<file path="src/rtl/seq_pkg.sv">
// seq_pkg: shared opcode values, sequencer state encoding and operation-word
// field helpers for the op_sequencer slice.
package seq_pkg;

  localparam logic [3:0] OP_IDLE = 4'd0;
  localparam logic [3:0] OP_MULT = 4'd1;
  localparam logic [3:0] OP_LOAD = 4'd2;
  localparam logic [3:0] OP_DUMP = 4'd3;

  typedef enum logic [2:0] {
    IDLE,
    MULT,
    LOAD,
    DUMP,
    GAP
  } seq_state_t;

  // Opcode field of an operation word.
  function automatic logic [3:0] op_code(input logic [31:0] op);
    return op[3:0];
  endfunction

  // True for the opcodes the sequencer actually executes.
  function automatic logic op_known(input logic [31:0] op);
    return (op[3:0] == OP_MULT) || (op[3:0] == OP_LOAD) || (op[3:0] == OP_DUMP);
  endfunction

endpackage

</file>
<file path="src/rtl/cmd_fifo.sv">
// cmd_fifo: synchronous command FIFO with registered storage.
// Ports:
//   clk, reset      - clock, asynchronous active-high reset (pointers/count only)
//   push, wdata     - write request and data; accepted when not full, or when
//                     full and popping in the same cycle
//   pop, rdata      - read request and head-of-queue data (show-ahead)
//   full, empty     - occupancy flags
//   count           - number of stored entries
module cmd_fifo #(
  parameter int DEPTH = 4,
  parameter int WIDTH = 32
) (
  input  logic                     clk,
  input  logic                     reset,
  input  logic                     push,
  input  logic [WIDTH-1:0]         wdata,
  input  logic                     pop,
  output logic [WIDTH-1:0]         rdata,
  output logic                     full,
  output logic                     empty,
  output logic [$clog2(DEPTH):0]   count
);

  localparam int AW = $clog2(DEPTH);
  localparam logic [AW:0] FULL_CNT = (AW+1)'(DEPTH);

  logic [WIDTH-1:0] mem [DEPTH];
  logic [AW-1:0]    wr_ptr;
  logic [AW-1:0]    rd_ptr;
  logic             do_push;
  logic             do_pop;

  assign full    = (count == FULL_CNT);
  assign empty   = (count == '0);
  assign do_pop  = pop && !empty;
  assign do_push = push && (!full || do_pop);
  assign rdata   = mem[rd_ptr];

  always_ff @(posedge clk or posedge reset) begin
    if (reset) begin
      wr_ptr <= '0;
      rd_ptr <= '0;
      count  <= '0;
    end else begin
      if (do_push) wr_ptr <= wr_ptr + AW'(1);
      if (do_pop)  rd_ptr <= rd_ptr + AW'(1);
      case ({do_push, do_pop})
        2'b10:   count <= count + (AW+1)'(1);
        2'b01:   count <= count - (AW+1)'(1);
        default: count <= count;
      endcase
    end
  end

  // Storage is data only; it needs no reset.
  always_ff @(posedge clk) begin
    if (do_push) mem[wr_ptr] <= wdata;
  end

endmodule

</file>
<file path="src/rtl/op_sequencer.sv">
// op_sequencer: command sequencer in front of the matrix controller.
// Pops operation words from a small FIFO and drives the controller's
// enable/operation/in_data for as long as each opcode needs.
// Ports:
//   clk, reset                     - clock, asynchronous active-high reset
//   cmd_valid/cmd_ready/cmd_data   - host command push
//   wr_valid/wr_ready/wr_data      - host load data (opcode 2)
//   rd_valid/rd_ready/rd_data      - dump data to host (opcode 3)
//   ctl_enable/ctl_operation/ctl_in_data - controller drive
//   ctl_out_data                   - controller read data, one cycle after issue
//   busy, done, illegal_op         - status
module op_sequencer
  import seq_pkg::*;
#(
  parameter int CMD_DEPTH   = 4,
  parameter int PAGE_WORDS  = 64,
  parameter int MULT_CYCLES = 80
) (
  input  logic        clk,
  input  logic        reset,
  input  logic        cmd_valid,
  output logic        cmd_ready,
  input  logic [31:0] cmd_data,
  input  logic        wr_valid,
  output logic        wr_ready,
  input  logic [31:0] wr_data,
  output logic        rd_valid,
  input  logic        rd_ready,
  output logic [31:0] rd_data,
  output logic        ctl_enable,
  output logic [31:0] ctl_operation,
  output logic [31:0] ctl_in_data,
  input  logic [31:0] ctl_out_data,
  output logic        busy,
  output logic        done,
  output logic        illegal_op
);

  localparam int MW = $clog2(MULT_CYCLES);
  localparam int PW = $clog2(PAGE_WORDS) + 1;
  localparam int CW = $clog2(CMD_DEPTH) + 1;

  seq_state_t     state, state_nxt;
  logic [31:0]    op_reg;
  logic [MW-1:0]  mcnt;
  logic [PW-1:0]  wcnt;       // load handshakes / dump words delivered
  logic [PW-1:0]  issued;     // dump reads issued
  logic           inflight;   // read issued last cycle, data arrives now
  logic [1:0]     buf_count;
  logic [31:0]    buf0, buf1;

  logic           fifo_push, fifo_pop, fifo_full, fifo_empty;
  logic [31:0]    fifo_rdata;
  logic [CW-1:0]  fifo_count;
  logic           en_raw, rd_issue, rd_pop;

  // The pop slot is offered to the host so a full FIFO can still take a push.
  assign fifo_pop  = (state == IDLE) && !fifo_empty;
  assign cmd_ready = !fifo_full || fifo_pop;
  assign fifo_push = cmd_valid && cmd_ready;

  cmd_fifo #(.DEPTH(CMD_DEPTH), .WIDTH(32)) u_fifo (
    .clk   (clk),
    .reset (reset),
    .push  (fifo_push),
    .wdata (cmd_data),
    .pop   (fifo_pop),
    .rdata (fifo_rdata),
    .full  (fifo_full),
    .empty (fifo_empty),
    .count (fifo_count)
  );

  assign rd_valid   = (buf_count != 2'd0);
  assign rd_data    = rd_valid ? buf0 : 32'd0;
  assign rd_pop     = rd_valid && rd_ready;
  assign busy       = (fifo_count != '0) || (state != IDLE);
  // IDLE drives enable high; masking with reset keeps it low while reset is held.
  assign ctl_enable = en_raw && !reset;

  always_comb begin
    state_nxt     = state;
    en_raw        = 1'b0;
    ctl_operation = 32'd0;
    ctl_in_data   = 32'd0;
    wr_ready      = 1'b0;
    done          = 1'b0;
    rd_issue      = 1'b0;
    case (state)
      IDLE: begin
        en_raw = 1'b1;
        if (!fifo_empty) begin
          case (op_code(fifo_rdata))
            OP_MULT: state_nxt = MULT;
            OP_LOAD: state_nxt = LOAD;
            OP_DUMP: state_nxt = DUMP;
            // Discarded opcodes retire through GAP so done never meets a pop.
            default: state_nxt = GAP;
          endcase
        end
      end
      MULT: begin
        ctl_operation = op_reg;
        en_raw        = 1'b1;
        if (mcnt == MW'(MULT_CYCLES - 1)) state_nxt = GAP;
      end
      LOAD: begin
        ctl_operation = op_reg;
        wr_ready      = 1'b1;
        en_raw        = wr_valid;
        ctl_in_data   = wr_data;
        if (wr_valid && (wcnt == PW'(PAGE_WORDS - 1))) state_nxt = GAP;
      end
      DUMP: begin
        ctl_operation = op_reg;
        // Never issue more reads than the skid buffer can absorb.
        rd_issue = (issued < PW'(PAGE_WORDS)) &&
                   ((buf_count + {1'b0, inflight}) < 2'd2);
        en_raw   = rd_issue;
        if (rd_pop && (wcnt == PW'(PAGE_WORDS - 1))) state_nxt = GAP;
      end
      GAP: begin
        en_raw    = 1'b1;
        done      = 1'b1;
        state_nxt = IDLE;
      end
      default: state_nxt = IDLE;
    endcase
  end

  always_ff @(posedge clk or posedge reset) begin
    if (reset) begin
      state      <= IDLE;
      mcnt       <= '0;
      wcnt       <= '0;
      issued     <= '0;
      inflight   <= 1'b0;
      buf_count  <= 2'd0;
      illegal_op <= 1'b0;
    end else begin
      state <= state_nxt;
      if (state == IDLE) begin
        mcnt     <= '0;
        wcnt     <= '0;
        issued   <= '0;
        inflight <= 1'b0;
        if (fifo_pop && !op_known(fifo_rdata) && (op_code(fifo_rdata) != OP_IDLE))
          illegal_op <= 1'b1;
      end
      if (state == MULT) mcnt <= mcnt + MW'(1);
      if ((state == LOAD) && wr_valid) wcnt <= wcnt + PW'(1);
      if (state == DUMP) begin
        issued   <= issued + PW'(rd_issue);
        inflight <= rd_issue;
        if (rd_pop) wcnt <= wcnt + PW'(1);
      end
      case ({inflight, rd_pop})
        2'b10:   buf_count <= buf_count + 2'd1;
        2'b01:   buf_count <= buf_count - 2'd1;
        default: buf_count <= buf_count;
      endcase
    end
  end

  // Data registers: command latch and the two-entry dump skid buffer.
  always_ff @(posedge clk) begin
    if (fifo_pop) op_reg <= fifo_rdata;
    if (inflight) begin
      if (rd_pop) begin
        if (buf_count == 2'd2) begin
          buf0 <= buf1;
          buf1 <= ctl_out_data;
        end else begin
          buf0 <= ctl_out_data;
        end
      end else if (buf_count == 2'd0) begin
        buf0 <= ctl_out_data;
      end else begin
        buf1 <= ctl_out_data;
      end
    end else if (rd_pop) begin
      buf0 <= buf1;
    end
  end

endmodule

</file>
<file path="config.mk">
export PLATFORM = sky130hd
export DESIGN_NAME = op_sequencer
export DESIGN_NICKNAME = d
export VERILOG_FILES = /design/src/rtl/seq_pkg.sv /design/src/rtl/cmd_fifo.sv /design/src/rtl/op_sequencer.sv
export SDC_FILE = /design/constraint.sdc
export NUM_CORES = 1
export LEC_CHECK = 0
export ABC_AREA = 0
export CORE_AREA = 2 2 209 211
export DETAILED_ROUTE_END_ITERATION = 8
export DIE_AREA = 0 0 211 213
export SYNTH_ARGS = -nofsm -noshare
export SYNTH_HDL_FRONTEND = slang
export SYNTH_HIERARCHICAL = 1
export SYNTH_SLANG_ARGS = --single-unit
</file>
<file path="constraint.sdc">
create_clock -name clk -period 7.65 [get_ports clk]
set_input_delay 1.53 -clock clk [delete_from_list [all_inputs] [get_ports clk]]
set_output_delay 1.53 -clock clk [all_outputs]
set_load 0.02 [all_outputs]
</file>
==> results of run 1 <==
-- Yosys cell counts (3+ instances only) --
master | n | area, um2
edfxtp_1 | 224 | 6730
and2_1 | 98 | 613
dfrtp_1 | 35 | 876
mux2_2 | 33 | 372
mux4_2 | 32 | 721
nand2_1 | 27 | 101
inv_1 | 15 | 56.3
nor2_1 | 14 | 52.6
buf_2 | 13 | 65.1
o21ai_0 | 13 | 65.1
clkbuf_1 | 11 | 41.3
mux2i_1 | 11 | 110
ha_1 | 9 | 113
nand3_1 | 8 | 40.0
nand4_1 | 6 | 37.5
xnor2_1 | 6 | 52.6
a21oi_1 | 5 | 25.0
nor3_1 | 5 | 25.0
a22o_1 | 4 | 35.0
and2_2 | 4 | 30.0
and3_1 | 4 | 25.0
xor2_1 | 4 | 35.0
buf_4 | 3 | 22.5
-- layout by cell type (no fill, tap or decap), types with 5 or more instances in the layout --
master / count
a21oi_1: 5
and2_1: 98
buf_4: 6
clkbuf_1: 7
clkbuf_16: 28
clkdlybuf4s50_1: 203
clkinv_2: 9
dfrtp_1: 33
edfxtp_1: 224
ha_1: 9
inv_1: 15
mux2_2: 33
mux2i_1: 11
mux4_2: 32
nand2_1: 27
nand3_1: 8
nand4_1: 6
nor2_1: 12
nor3_1: 5
o21ai_0: 12
xnor2_1: 6
-- kinds of logic (layout without fill, tap and decap cells) --
group	after synthesis	after routing	share of synthesized area [%]
XOR/XNOR	10	10	0.831
AO/OA/AOI/OAI	37	37	2.54
AND/OR/NAND/NOR	179	179	9.83
flip-flops	259	259	72.1
multiplexers	77	77	11.6
buffers and inverters	43	276	1.86
adder cells (fa/ha/maj)	10	10	1.26
-- power groups by stage --
stage	registers, mW	logic, mW	clock network [mW]
floorplan	2.04	0.990	0
global placement	2.12	1.54	0
detailed placement	2.13	1.56	0
finish	2.10	1.50	1.26
global route	2.14	1.65	1.36
CTS	2.11	1.56	1.32
-- layer usage --
layer / global-route usage (%) / vias to the layer above
met4: 2.21 / 0
met3: 2.77 / 29
li1: - / 2731
met5: 0 / -
met1: 12.9 / 2937
met2: 17.5 / 147
-- final cells by class --
cell class	count	share of cell area, %
flip-flops and latches	259	54.1
multi-input cells	313	19.7
repair buffers	209	14.8
clock buffers	35	5.18
well taps	546	4.86
clock inverters	17	0.962
inverters	15	0.401
-- how the worst max path moves through the flow --
stage               slack [ns]            startpoint                     endpoint  cells after the start
floorplan                 3.70  state[2]$_DFFE_PP0P_  u_fifo/count[2]$_DFFE_PP0P_                     12
global placement          3.03              wr_valid                   ctl_enable                      6
detailed placement        3.01              wr_valid                   ctl_enable                      6
CTS                       2.97  state[2]$_DFFE_PP0P_                         busy                      4
global route              2.82  state[2]$_DFFE_PP0P_                         busy                      4
finish                    2.99              wr_valid                   ctl_enable                      6
-- worst max-delay path: cells and delay by family --
kind / cells / cell delay, ns
simple gates: 3 / 0.27
buf+inv: 2 / 1.17
compound gates: 1 / 0.16
==> results.py, run 1 <==
metrics = {
    "logic_synthesis": {
        "synth_area_um2": 10500,
        "yosysSeqAreaShare_pct": 72.1,
        "syn_inst": 615,
        "yosys_warnings": 6,
        "ys_ff_latch": 259,
        "synth.distinct_cells": 49,
        "synth_fp_nets": 726,
        "synthArstFlopShare_pct": 13.5,
        "synthFlopType": "edfxtp_1",
        "synth_edf_count": 224,
        "avgSynthCellArea_um2": 17.1,
    },
    "power": {
        "p_per_area_nw_per_um2": 346,
        "swShare_pct": 31.4,
        "seq_power_share_pct": 43.2,
        "peakVddDrop_mv": 0.212,
        "p_leak_nw": 4.88,
        "power_switching_mw": 1.53,
        "clkPwrFrac_pct": 25.9,
        "p_int_mw": 3.33,
        "p_total_mw": 4.86,
        "power_frac_comb_pct": 30.9,
    },
    "detailed_routing": {
        "wl_per_cell_um": 16.8,
        "drtPass1Iterations": 4,
        "drc_errors": 0,
        "wl_met1_mm": 9.94,
        "wirelength_mm": 23.4,
        "vias": 5844,
        "wl_met3_mm": 1.42,
        "wl_met2_mm": 11.6,
        "maxUsedRoutingLayer": "met4",
        "ant_nets": 0,
        "vias_per_cell": 4.19,
        "drtIter0Drc": 207,
    },
    "critical_path": {
        "reg2reg_from": "state[2]$_DFFE_PP0P_",
        "timing.rr.end": "u_fifo/mem[0][21]$_DFFE_PP_",
        "worstPathRequired_ns": 6.12,
        "critPathCaptureType": "output pin",
        "cp-start-kind": "input pin",
        "reg2reg_depth": 6,
        "critPathMaxStageDelay_ns": 0.61,
        "crit_type": "input pin to output pin",
        "arrival_ns": 3.13,
        "rrSetupSlack_ns": 4.21,
        "crit_fanout": 4,
        "slowest_stage": "clkdlybuf4s50_1",
        "crit_chain": "clkdlybuf4s50_1 > nand2b_1 > a21oi_1 > nor3_1 > nor2_1 > clkdlybuf4s50_1",
        "crit_top_cell": "clkdlybuf4s50_1",
    },
    "cts": {
        "clk_pin_slew_ns": 0.06,
        "ctsLongestPathBuffers": 3,
        "cts_tree": "yes",
        "cts_sinks": 259,
        "clk_latency_ns": 0.57,
        "postCtsHoldBufs": 0,
        "numCtsBuffers": 28,
        "cts_htree_levels": 1,
        "cts_resized": 0,
        "cts_root_buffer": "clkbuf_16",
        "cts_setup_buffers": 0,
    },
    "status": {
        "status": "finished clean",
    },
    "layout": {
        "nNetsFinal": 937,
        "postLayoutCellArea_um2": 14000,
        "synthToLayoutAreaGrowth_pct": 33.3,
        "drive_gt1_share_pct": 15.6,
        "multiInputGateArea_um2": 2760,
        "antennaDiodeCount": 0,
        "n_fill_cell": 4111,
        "largest_register_ffs": 128,
        "regMostFlops": "u_fifo/mem",
        "regArea_um2": 7600,
        "final_util_pct": 32.9,
        "stdcell_count": 1394,
    },
    "timing": {
        "post-route-min-period_ns": 4.66,
        "max_freq_mhz": 214,
        "slew_headroom_pct": 29.6,
        "slew_viol_final": 0,
        "fin_ws_ns": 2.99,
        "setup_violations": 0,
        "holdWs_ns": 0.478,
        "rsz0062_at_grt": "no",
        "worst_pin_slew_ns": 1.05,
        "fin_crit_sh_pct": 61.0,
        "skew_ns": 0.0227,
        "setup_tns_ns": 0,
        "final_hold_viol_count": 0,
    },
    "worst_hold_path": {
        "hp-class": "flip-flop to flip-flop",
        "worstHoldStart": "issued[5]$_DFFE_PP0P_",
        "min_delay_path_depth": 1,
        "min_to": "issued[5]$_DFFE_PP0P_",
    },
    "place": {
        "place_inst": 1342,
        "place_congestion": 0.692,
        "dpl.hpwl_mm": 14.8,
        "post_dp_cell_area_um2": 13200,
        "portBuffers": 203,
        "dp_slack_ns": 3.01,
    },
    "floorplan": {
        "core_area_um2": 42700,
        "dieArea_um2": 44900,
        "io_pins": 204,
        "initial_core_util_pct": 24.7,
        "die_h_um": 213,
        "core.rowCount": 76,
        "die_w_um": 211,
    },
    "global_route": {
        "grt_pass1_wl_mm": 35.3,
        "grt-ovfl-total": 0,
        "grt_max_degree": 37,
        "antenna_found_initial": 0,
        "first_global_vias": 5985,
        "grtUsageTotal_pct": 10.2,
    },
    "run": {
        "cap_violations": 0,
    },
}
No activity file was read; power rests on OpenSTA's default activity.
==> inputs of run 2 (changes only) <==
==> constraint.sdc (replaced) <==
create_clock -name clk -period 4.7 [get_ports clk]
set_input_delay 0.94 -clock clk [delete_from_list [all_inputs] [get_ports clk]]
set_output_delay 0.94 -clock clk [all_outputs]
set_load 0.02 [all_outputs]
==> run 2 against run 1 <==
  * Largest cell class unchanged
  * Clock-buffer cell count decreased by 1
  * Final cell count increased by 0.22%
  * Clock skew increased by 0.0051 ns
  * Sequential cell count unchanged
  * Critical path depth decreased by 1
==> results.py, run 2 (synthesis results as in run 1) <==
metrics = {
    "status": {
        "status": "finished clean",
    },
    "timing": {
        "worst_pin_slew_ns": 1.11,
        "setup_tns_ns": 0,
        "setup_violations": 0,
        "rsz0062_at_grt": "no",
        "fin_crit_sh_pct": 85.3,
        "slew_headroom_pct": 25.6,
        "max_freq_mhz": 249,
        "skew_ns": 0.0277,
        "fin_ws_ns": 0.689,
        "slew_viol_final": 0,
        "final_hold_viol_count": 0,
        "post-route-min-period_ns": 4.01,
    },
    "place": {
        "dpl.hpwl_mm": 15.9,
        "place_inst": 1347,
        "place_congestion": 0.754,
        "dp_slack_ns": 1.15,
        "portBuffers": 203,
    },
    "critical_path": {
        "cp-start-kind": "flip-flop",
        "worstPathRequired_ns": 3.76,
        "crit_type": "flip-flop to output pin",
        "arrival_ns": 3.07,
        "critPathMaxStageDelay_ns": 0.70,
        "crit_fanout": 16,
        "cp_num_buf_inv": 2,
        "timing.rr.end": "u_fifo/mem[1][21]$_DFFE_PP_",
        "crit_chain": "nor2_1 > nor2_2 > buf_4 > and2_1 > clkdlybuf4s50_1",
        "rrSetupSlack_ns": 1.49,
        "reg2reg_from": "state[2]$_DFFE_PP0P_",
        "reg2reg_depth": 7,
        "critPathCaptureType": "output pin",
        "slowest_stage": "nor2_2",
        "crit_family": "simple AND/OR/NAND/NOR gates",
    },
    "detailed_routing": {
        "drc_errors": 0,
        "wl_per_cell_um": 16.7,
        "wirelength_mm": 23.4,
        "drtPass1Iterations": 4,
        "ant_nets": 0,
        "wl_met2_mm": 11.1,
        "drtIter0Drc": 343,
        "wl_met1_mm": 10.5,
        "vias": 5838,
        "wl_met3_mm": 1.46,
        "maxUsedRoutingLayer": "met4",
        "vias_per_cell": 4.18,
    },
    "cts": {
        "cts_setup_buffers": 0,
        "clk_latency_ns": 0.57,
        "cts_resized": 0,
        "postCtsHoldBufs": 0,
        "cts_htree_levels": 1,
        "cts_tree": "yes",
        "cts_sinks": 259,
        "ctsLongestPathBuffers": 3,
        "numCtsBuffers": 28,
        "clk_pin_slew_ns": 0.06,
        "cts_root_buffer": "clkbuf_16",
    },
    "power": {
        "swShare_pct": 31.3,
        "clkPwrFrac_pct": 26.1,
        "p_int_mw": 5.50,
        "p_leak_nw": 4.91,
        "power_switching_mw": 2.50,
        "peakVddDrop_mv": 0.273,
        "seq_power_share_pct": 43.7,
        "power_frac_comb_pct": 30.2,
        "p_per_area_nw_per_um2": 568,
    },
    "worst_hold_path": {
        "hp-class": "flip-flop to flip-flop",
        "worstHoldStart": "wcnt[5]$_DFF_PP0_",
        "min_delay_path_depth": 1,
        "min_to": "wcnt[5]$_DFF_PP0_",
    },
    "global_route": {
        "grt-ovfl-total": 0,
        "first_global_vias": 5944,
        "antenna_found_initial": 0,
        "grtUsageTotal_pct": 10.3,
        "grt_max_degree": 37,
        "grt_pass1_wl_mm": 35.6,
    },
    "floorplan": {
        "core.rowCount": 76,
        "die_w_um": 211,
        "initial_core_util_pct": 24.7,
        "io_pins": 204,
        "dieArea_um2": 44900,
        "die_h_um": 213,
        "core_area_um2": 42700,
    },
    "layout": {
        "layout_common_cells": "edfxtp_1, clkdlybuf4s50_1, and2_1",
        "nNetsFinal": 942,
        "final_util_pct": 33.0,
        "drive_gt1_share_pct": 15.6,
        "largest_register_ffs": 128,
        "stdcell_count": 1397,
        "synthToLayoutAreaGrowth_pct": 33.7,
        "regMostFlops": "u_fifo/mem",
        "layout_commonest_cell": "edfxtp_1",
        "antennaDiodeCount": 0,
    },
    "run": {
        "cap_violations": 0,
    },
}
run 2: layer usage:
| metal | vias to the layer above | track usage, % |
|---|---|---|
| met5 | - | 0 |
| met4 | 0 | 2.06 |
| met3 | 30 | 3.00 |
| met2 | 144 | 16.8 |
| met1 | 2918 | 13.7 |
| li1 | 2746 | - |
run 2: area by class of cell:
type                       count  area [um2]
inverter                      15        56.3
sequential                   259        7600
fill                        4105       28600
tap                          546         683
clock inverter                16         151
clock buffer                  34         723
multi-input combinational    313        2760
timing repair buffer         214        2110
run 2: power by group through the flow:
stage               combinational, mW  sequential [mW]  clock, mW
floorplan                        1.61             3.32          0
global placement                 2.46             3.56          0
detailed placement               2.49             3.55          0
CTS                              2.50             3.52       2.16
global route                     2.65             3.56       2.24
finish                           2.42             3.50       2.08
run 2: worst max-delay path by stage:
stage               cells after the start                  from                           to
floorplan                              12  state[2]$_DFFE_PP0P_  u_fifo/count[2]$_DFFE_PP0P_
CTS                                     5  state[0]$_DFFE_PP0P_            ctl_operation[24]
global placement                        5  state[0]$_DFFE_PP0P_            ctl_operation[24]
detailed placement                      5  state[0]$_DFFE_PP0P_             ctl_operation[9]
finish                                  5  state[0]$_DFFE_PP0P_             ctl_operation[9]
global route                            5  state[0]$_DFFE_PP0P_            ctl_operation[24]
run 2: worst reg2reg max path: stages, from the launching register on:
cell and delay [ns]:
dfrtp_1 0.47, nor2_1 0.28, nand2_1 0.45, o21ai_0 0.50
and2_1 0.20, o21a_4 0.17, and2_2 0.54, buf_4 0.32
run 2: per-stage QoR:
step,hold slack [ns],power [mW],cell area (um2)
after floorplan,0.444,4.94,10500
after global placement,0.463,6.02,13200
after detailed placement,0.470,6.04,13200
after CTS,0.480,8.17,14100
after global routing,0.500,8.45,14100
final,0.476,8.00,14100
